## src/rtl/flop_sched_pkg.sv

```systemverilog
// Shared types and the round-robin pick function for the flop write scheduler.
package flop_sched_pkg;

  localparam int NREQ = 4;

  typedef logic [1:0] idx_t;

  typedef enum logic {
    ARB    = 1'b0,
    LOCKED = 1'b1
  } state_t;

  // Returns {found, idx}: first requester at or after ptr, wrapping mod 4.
  function automatic logic [2:0] rr_pick(input logic [NREQ-1:0] req, input idx_t ptr);
    logic found;
    idx_t idx;
    idx_t cand;
    found = 1'b0;
    idx   = '0;
    for (int k = 0; k < NREQ; k++) begin
      cand = ptr + idx_t'(k);
      if (!found && req[cand]) begin
        found = 1'b1;
        idx   = cand;
      end
    end
    return {found, idx};
  endfunction

endpackage

```

## src/rtl/flop_wr_sched_if.sv

```systemverilog
// Requester-side bundle of the flop write scheduler: requests, data and status.
interface flop_wr_sched_if
  import flop_sched_pkg::*;
#(
  parameter int size = 1
);
  logic [NREQ-1:0]      req;
  logic [NREQ-1:0]      lock;
  logic [NREQ*size-1:0] d;
  logic                 hold;
  logic [size-1:0]      q;
  logic [NREQ-1:0]      gnt;
  logic                 en_o;
  idx_t                 owner;
  logic                 locked;
  logic [7:0]           conflicts;

  modport master (
    output req, lock, d, hold,
    input  q, gnt, en_o, owner, locked, conflicts
  );

  modport slave (
    input  req, lock, d, hold,
    output q, gnt, en_o, owner, locked, conflicts
  );
endinterface

```

## src/rtl/flop_sched_rr.sv

```systemverilog
// Combinational round-robin picker: first active request starting at ptr.
module flop_sched_rr
  import flop_sched_pkg::*;
(
  input  logic [NREQ-1:0] req,
  input  idx_t            ptr,
  output logic            found,
  output idx_t            idx
);

  assign {found, idx} = rr_pick(req, ptr);

endmodule

```

## src/rtl/flop_wr_sched.sv

```systemverilog
// Round-robin scheduler sharing one enabled register among four requesters,
// with per-requester lock and a saturating contention counter; negedge clocked.
module flop_wr_sched
  import flop_sched_pkg::*;
#(
  parameter int size = 1
) (
  input  logic           clk,
  input  logic           reset,
  flop_wr_sched_if.slave bus
);

  state_t          state;
  idx_t            ptr;
  idx_t            owner;
  logic [size-1:0] q;
  logic [NREQ-1:0] gnt;
  logic [7:0]      conflicts;

  logic            found;
  idx_t            widx;
  logic            multi;
  logic [size-1:0] d_win;
  logic [size-1:0] d_own;

  flop_sched_rr u_rr (
    .req   (bus.req),
    .ptr   (ptr),
    .found (found),
    .idx   (widx)
  );

  assign multi = ($countones(bus.req) >= 2);
  assign d_win = bus.d[int'(widx)*size +: size];
  assign d_own = bus.d[int'(owner)*size +: size];

  always_ff @(negedge clk or posedge reset) begin
    if (reset) begin
      state     <= ARB;
      ptr       <= '0;
      owner     <= '0;
      q         <= '0;
      gnt       <= '0;
      conflicts <= '0;
    end else if (bus.hold) begin
      gnt <= '0;
    end else begin
      if (multi && conflicts != 8'hFF) begin
        conflicts <= conflicts + 8'd1;
      end
      case (state)
        ARB: begin
          if (found) begin
            q   <= d_win;
            gnt <= NREQ'(1) << widx;
            ptr <= widx + idx_t'(1);
            if (bus.lock[widx]) begin
              state <= LOCKED;
              owner <= widx;
            end
          end else begin
            gnt <= '0;
          end
        end
        LOCKED: begin
          // Owner keeps the register; everyone else waits and ptr is frozen.
          if (bus.req[owner]) begin
            q   <= d_own;
            gnt <= NREQ'(1) << owner;
            if (!bus.lock[owner]) begin
              state <= ARB;
            end
          end else begin
            gnt   <= '0;
            state <= ARB;
          end
        end
        default: begin
          state <= ARB;
          gnt   <= '0;
        end
      endcase
    end
  end

  assign bus.q         = q;
  assign bus.gnt       = gnt;
  assign bus.en_o      = |gnt;
  assign bus.owner     = owner;
  assign bus.locked    = (state == LOCKED);
  assign bus.conflicts = conflicts;

endmodule

```

## src/flat_wrapper.sv

```systemverilog
// flat-port wrapper written by rule: the top's interface ports become plain ports
module flop_wr_sched_flat import flop_sched_pkg::*;
#(
  parameter int size = 1
)
  (clk, reset, bus_req, bus_lock, bus_d, bus_hold, bus_q, bus_gnt, bus_en_o, bus_owner, bus_locked, bus_conflicts);
  flop_wr_sched_if #(.size(size)) bus_i ();
  input  logic clk;
  input  logic reset;
  input wire logic [$bits(bus_i.req)-1:0] bus_req;
  input wire logic [$bits(bus_i.lock)-1:0] bus_lock;
  input wire logic [$bits(bus_i.d)-1:0] bus_d;
  input wire logic [$bits(bus_i.hold)-1:0] bus_hold;
  output wire logic [$bits(bus_i.q)-1:0] bus_q;
  output wire logic [$bits(bus_i.gnt)-1:0] bus_gnt;
  output wire logic [$bits(bus_i.en_o)-1:0] bus_en_o;
  output wire logic [$bits(bus_i.owner)-1:0] bus_owner;
  output wire logic [$bits(bus_i.locked)-1:0] bus_locked;
  output wire logic [$bits(bus_i.conflicts)-1:0] bus_conflicts;
  assign bus_i.req = bus_req;
  assign bus_i.lock = bus_lock;
  assign bus_i.d = bus_d;
  assign bus_i.hold = bus_hold;
  assign bus_q = bus_i.q;
  assign bus_gnt = bus_i.gnt;
  assign bus_en_o = bus_i.en_o;
  assign bus_owner = bus_i.owner;
  assign bus_locked = bus_i.locked;
  assign bus_conflicts = bus_i.conflicts;
  flop_wr_sched #(.size(size)) u_core (.clk(clk), .reset(reset), .bus(bus_i));
endmodule
```

## config.mk

```make
export PLATFORM = sky130hd
export DESIGN_NAME = flop_wr_sched_flat
export DESIGN_NICKNAME = d
export VERILOG_FILES = /design/src/rtl/flop_sched_pkg.sv /design/src/rtl/flop_wr_sched_if.sv /design/src/rtl/flop_sched_rr.sv /design/src/rtl/flop_wr_sched.sv /design/src/flat_wrapper.sv
export SDC_FILE = /design/constraint.sdc
export NUM_CORES = 1
export LEC_CHECK = 0
export BUFFER_PORTS_ARGS = -buffer_cell sky130_fd_sc_hd__buf_4
export CAP_MARGIN = 20
export CORE_MARGIN = 4
export CORE_UTILIZATION = 55
export DETAILED_ROUTE_END_ITERATION = 10
export HOLD_SLACK_MARGIN = 0.02
export PLACE_DENSITY_LB_ADDON = 0.3
export SLEW_MARGIN = 20
export SYNTH_ARGS = -nofsm -noshare
export SYNTH_HDL_FRONTEND = slang
export SYNTH_SLANG_ARGS = --single-unit
```

## constraint.sdc

```tcl
create_clock -name clk -period 4.26 [get_ports clk]
set_input_delay 0.639 -clock clk [delete_from_list [all_inputs] [get_ports clk]]
set_output_delay 0.639 -clock clk [all_outputs]
set_load 0.005 [all_outputs]
```

==> results.py <==
metrics = {
    "critical_path": {
        "end_kind": "flop",
        "critPathMaxFanout": 3,
        "critPathBufInv": 1,
        "required_ns": 2.28,
        "cpMaxStageDelayCell": "fa_2",
        "rr_worst_depth": 6,
        "critPathArrivalTime_ns": 2.38,
        "crit_family": "adder cells",
        "crit_chain": "buf_6, ha_4, nand2_2, fa_2, a221o_1, nor2_2, nand3_1, xnor2_1",
        "cp-endpoint": "u_core.bus.conflicts[6]$_DFFE_NP0P_",
        "critPathMaxStageDelay_ns": 0.46,
        "startpoint": "bus_req[0]",
        "worstSetupPathType": "primary input to flop",
        "rr_startpoint": "u_core.bus.locked$_DFFE_NP0N_",
        "r2r-end": "u_core.bus.q$_DFFE_NP0P_",
        "ff2ff_setup_slack_ns": 2.32,
        "cp-start-kind": "primary input",
        "path_depth": 8,
    },
    "global_routing": {
        "grt_pass1_wl_um": 4880,
        "grt_pass1_vias": 1127,
        "gr-total-overflow": 0,
        "antenna_found_initial": 0,
        "grt_max_degree": 19,
        "grt_util_all_layers_pct": 23.2,
    },
    "die": {
        "initial_core_util_pct": 58.4,
        "pin_count": 32,
        "die_w_um": 53.9,
        "die_area_mm2": 0.00290,
        "core_area_mm2": 0.00198,
        "rows": 16,
        "die_h_um": 53.9,
    },
    "timing": {
        "skew_ns": 0.00387,
        "tightest_slew_ns": 0.665,
        "setup_slack_ns": -0.0999,
        "rsz0062_at_grt": "yes",
        "slew_headroom_pct": 55.6,
        "hold_viol": 0,
        "setup_viol_count_final": 4,
        "drv_slew": 0,
    },
    "layout": {
        "utilization_pct": 81.8,
        "syn_to_final_growth_pct": 40.1,
        "final_nets": 180,
        "diodes": 0,
        "final_cells": 187,
        "layout-drive-gt1-share_pct": 43.1,
    },
    "clock_network": {
        "root_buffer": "clkbuf_4",
        "hold_buffers": 0,
        "htree_num_levels": 1,
        "clock-sinks": 18,
        "clk_latency_ns": 0.30,
        "cts_buffer_depth": 2,
        "path_clk_slew_ns": 0.07,
        "cts_tree": "yes",
        "cts_buffers": 3,
    },
    "routing": {
        "routed_wl_um": 3150,
        "wl_per_cell_um": 16.9,
        "dr.pass1.iters": 4,
        "drc": 0,
        "drtIter0Drc": 42,
        "num_vias": 1109,
        "ant_nets": 0,
        "vias_per_cell": 5.93,
    },
    "yosys": {
        "yosysSeqAreaShare_pct": 38.9,
        "ys_warn_count": 0,
        "avgSynthCellArea_um2": 10.2,
        "synth_edf_count": 0,
        "ys_async_sr_fraction_pct": 100,
        "syn_inst": 113,
        "synth_ff_type": "dfrtn_1",
        "netlist_area_mm2": 0.00116,
        "synth_cell_types": 47,
        "synth_nets": 132,
        "synth_seq_cells": 18,
    },
    "run": {
        "drv_cap": 0,
    },
    "placement": {
        "dp_cells": 181,
        "hpwl_um": 2310,
        "place.gp.congestion": 0.789,
        "place.port_buffers": 31,
    },
    "worst_hold_path": {
        "hold_depth": 1,
        "hold_class": "flop to flop",
    },
    "outcome": {
        "status": "complete, but fails checks",
        "violations": "setup timing",
    },
    "pwr": {
        "powerDensity_mw_per_mm2": 553,
        "leakagePower_nw": 0.755,
        "ir_drop_uv": 430,
    },
}
## where the power goes
group | leakage [nW] | total [mW] | switching, mW | internal (mW)
sequential | 0.226 | 0.339 | 0.0991 | 0.240
combinational | 0.508 | 0.449 | 0.198 | 0.250
clock | 0.0210 | 0.109 | 0.0568 | 0.0522
total | 0.755 | 0.897 | 0.354 | 0.542
## metrics by stage
step | hold slack [ns] | instance area (µm²) | setup TNS [ns] | total power, mW | setup WS, ns
2_1_floorplan | 0.423 | 1180 | -0.612 | 0.565 | -0.164
3_3_place_gp | 0.434 | 1530 | -2.18 | 0.747 | -0.364
3_5_place_dp | 0.444 | 1530 | -2.49 | 0.769 | -0.391
4_1_cts | 0.453 | 1580 | -0.0896 | 0.883 | -0.0482
5_1_grt | 0.483 | 1620 | -0.502 | 0.951 | -0.177
6_report | 0.449 | 1620 | -0.259 | 0.897 | -0.0999
## area by class of cell
cell class                 count  area, µm²
clock buffer                   4       36.3
sequential                    18        450
timing repair buffer          45        360
multi-input combinational     86        714
fill                         115        360
tap                           27       33.8
inverter                       7       26.3
## registers in the layout, indices dropped and copies added, names as in the netlist
name and count:
u_core.bus.conflicts 8, u_core.bus.gnt 4, u_core.bus.owner 2, u_core.ptr 2, u_core.bus.locked 1, u_core.bus.q 1
## synth_stat cells (all sizes together) (2+ instances only)
cell	n	share of area, %
a21boi	3	2.9
a21oi	7	3.0
and3	3	1.6
dfrtn	18	39
ha	3	3.2
inv	7	2.3
mux2	4	4.2
mux2i	2	1.7
nand2	8	2.6
nand2b	2	1.7
nand3	7	3.0
nor2	4	1.5
nor2b	2	1.7
nor3	2	0.86
nor4	2	1.1
o21ai	3	1.6
o22ai	5	2.7
or2	2	1.1
xnor2	6	4.5
xor2	2	1.5
## worst min-delay path by stage
stage | startpoint | end | slack, ns
finish | u_core.bus.conflicts[7]$_DFFE_NP0P_ | u_core.bus.conflicts[7]$_DFFE_NP0P_ | 0.45
global route | u_core.bus.conflicts[7]$_DFFE_NP0P_ | u_core.bus.conflicts[7]$_DFFE_NP0P_ | 0.48
CTS | u_core.bus.conflicts[7]$_DFFE_NP0P_ | u_core.bus.conflicts[7]$_DFFE_NP0P_ | 0.45
detailed placement | u_core.bus.conflicts[7]$_DFFE_NP0P_ | u_core.bus.conflicts[7]$_DFFE_NP0P_ | 0.44
global placement | u_core.bus.conflicts[4]$_DFFE_NP0P_ | u_core.bus.conflicts[4]$_DFFE_NP0P_ | 0.43
floorplan | u_core.bus.conflicts[4]$_DFFE_NP0P_ | u_core.bus.conflicts[4]$_DFFE_NP0P_ | 0.42
## timing repair
action / CTS / global route
endpoints found under the setup margin: 3 / 4
pin swaps: 1 / 3
buffers inserted: 0 / 2
gates resized for setup: 4 / 4
## placed cells by master, fill, tap and decap left out, types with 2 or more instances in the layout
| master | netlist | final |
|---|---|---|
| ha_4 | 0 | 2 |
| xor2_1 | 2 | 2 |
| o22ai_1 | 5 | 5 |
| inv_1 | 7 | 7 |
| nor4_1 | 2 | 2 |
| a21oi_1 | 7 | 7 |
| buf_8 | 0 | 2 |
| mux2_2 | 3 | 3 |
| and3_1 | 3 | 3 |
| mux2i_1 | 2 | 2 |
| nor3_1 | 2 | 2 |
| nand2_1 | 8 | 7 |
| dfrtn_1 | 18 | 18 |
| or2_2 | 2 | 2 |
| o21ai_0 | 2 | 2 |
| clkbuf_4 | 0 | 3 |
| buf_4 | 0 | 41 |
| buf_6 | 0 | 2 |
| nand3_1 | 7 | 7 |
| a21boi_0 | 2 | 2 |
| xnor2_1 | 6 | 6 |
| nor2_1 | 3 | 3 |
## logic make-up (layout without fill, tap and decap cells)
logic type / Yosys count / count (layout) / share of synthesized area, %
DFF: 18 / 18 / 38.9
AOI/OAI and AO/OA: 29 / 29 / 21.2
xor gates and xnor gates: 8 / 8 / 6.05
buffers and inverters: 9 / 56 / 3.03
and+or+nand+nor: 39 / 39 / 19.9
muxes: 6 / 6 / 5.95
adders and majority gates: 4 / 4 / 4.97
## metal layers
| layer | GRT usage [%] | part of all wire [%] | up-vias |
|---|---|---|---|
| met4 | 8.51 | 2.5 | 0 |
| met3 | 6.37 | 7.9 | 13 |
| met5 | 0 | 0 | - |
| met1 | 28.3 | 39 | 519 |
| met2 | 38.9 | 50 | 67 |
| li1 | - | - | 510 |
No activity file was read; power rests on OpenSTA's default activity.
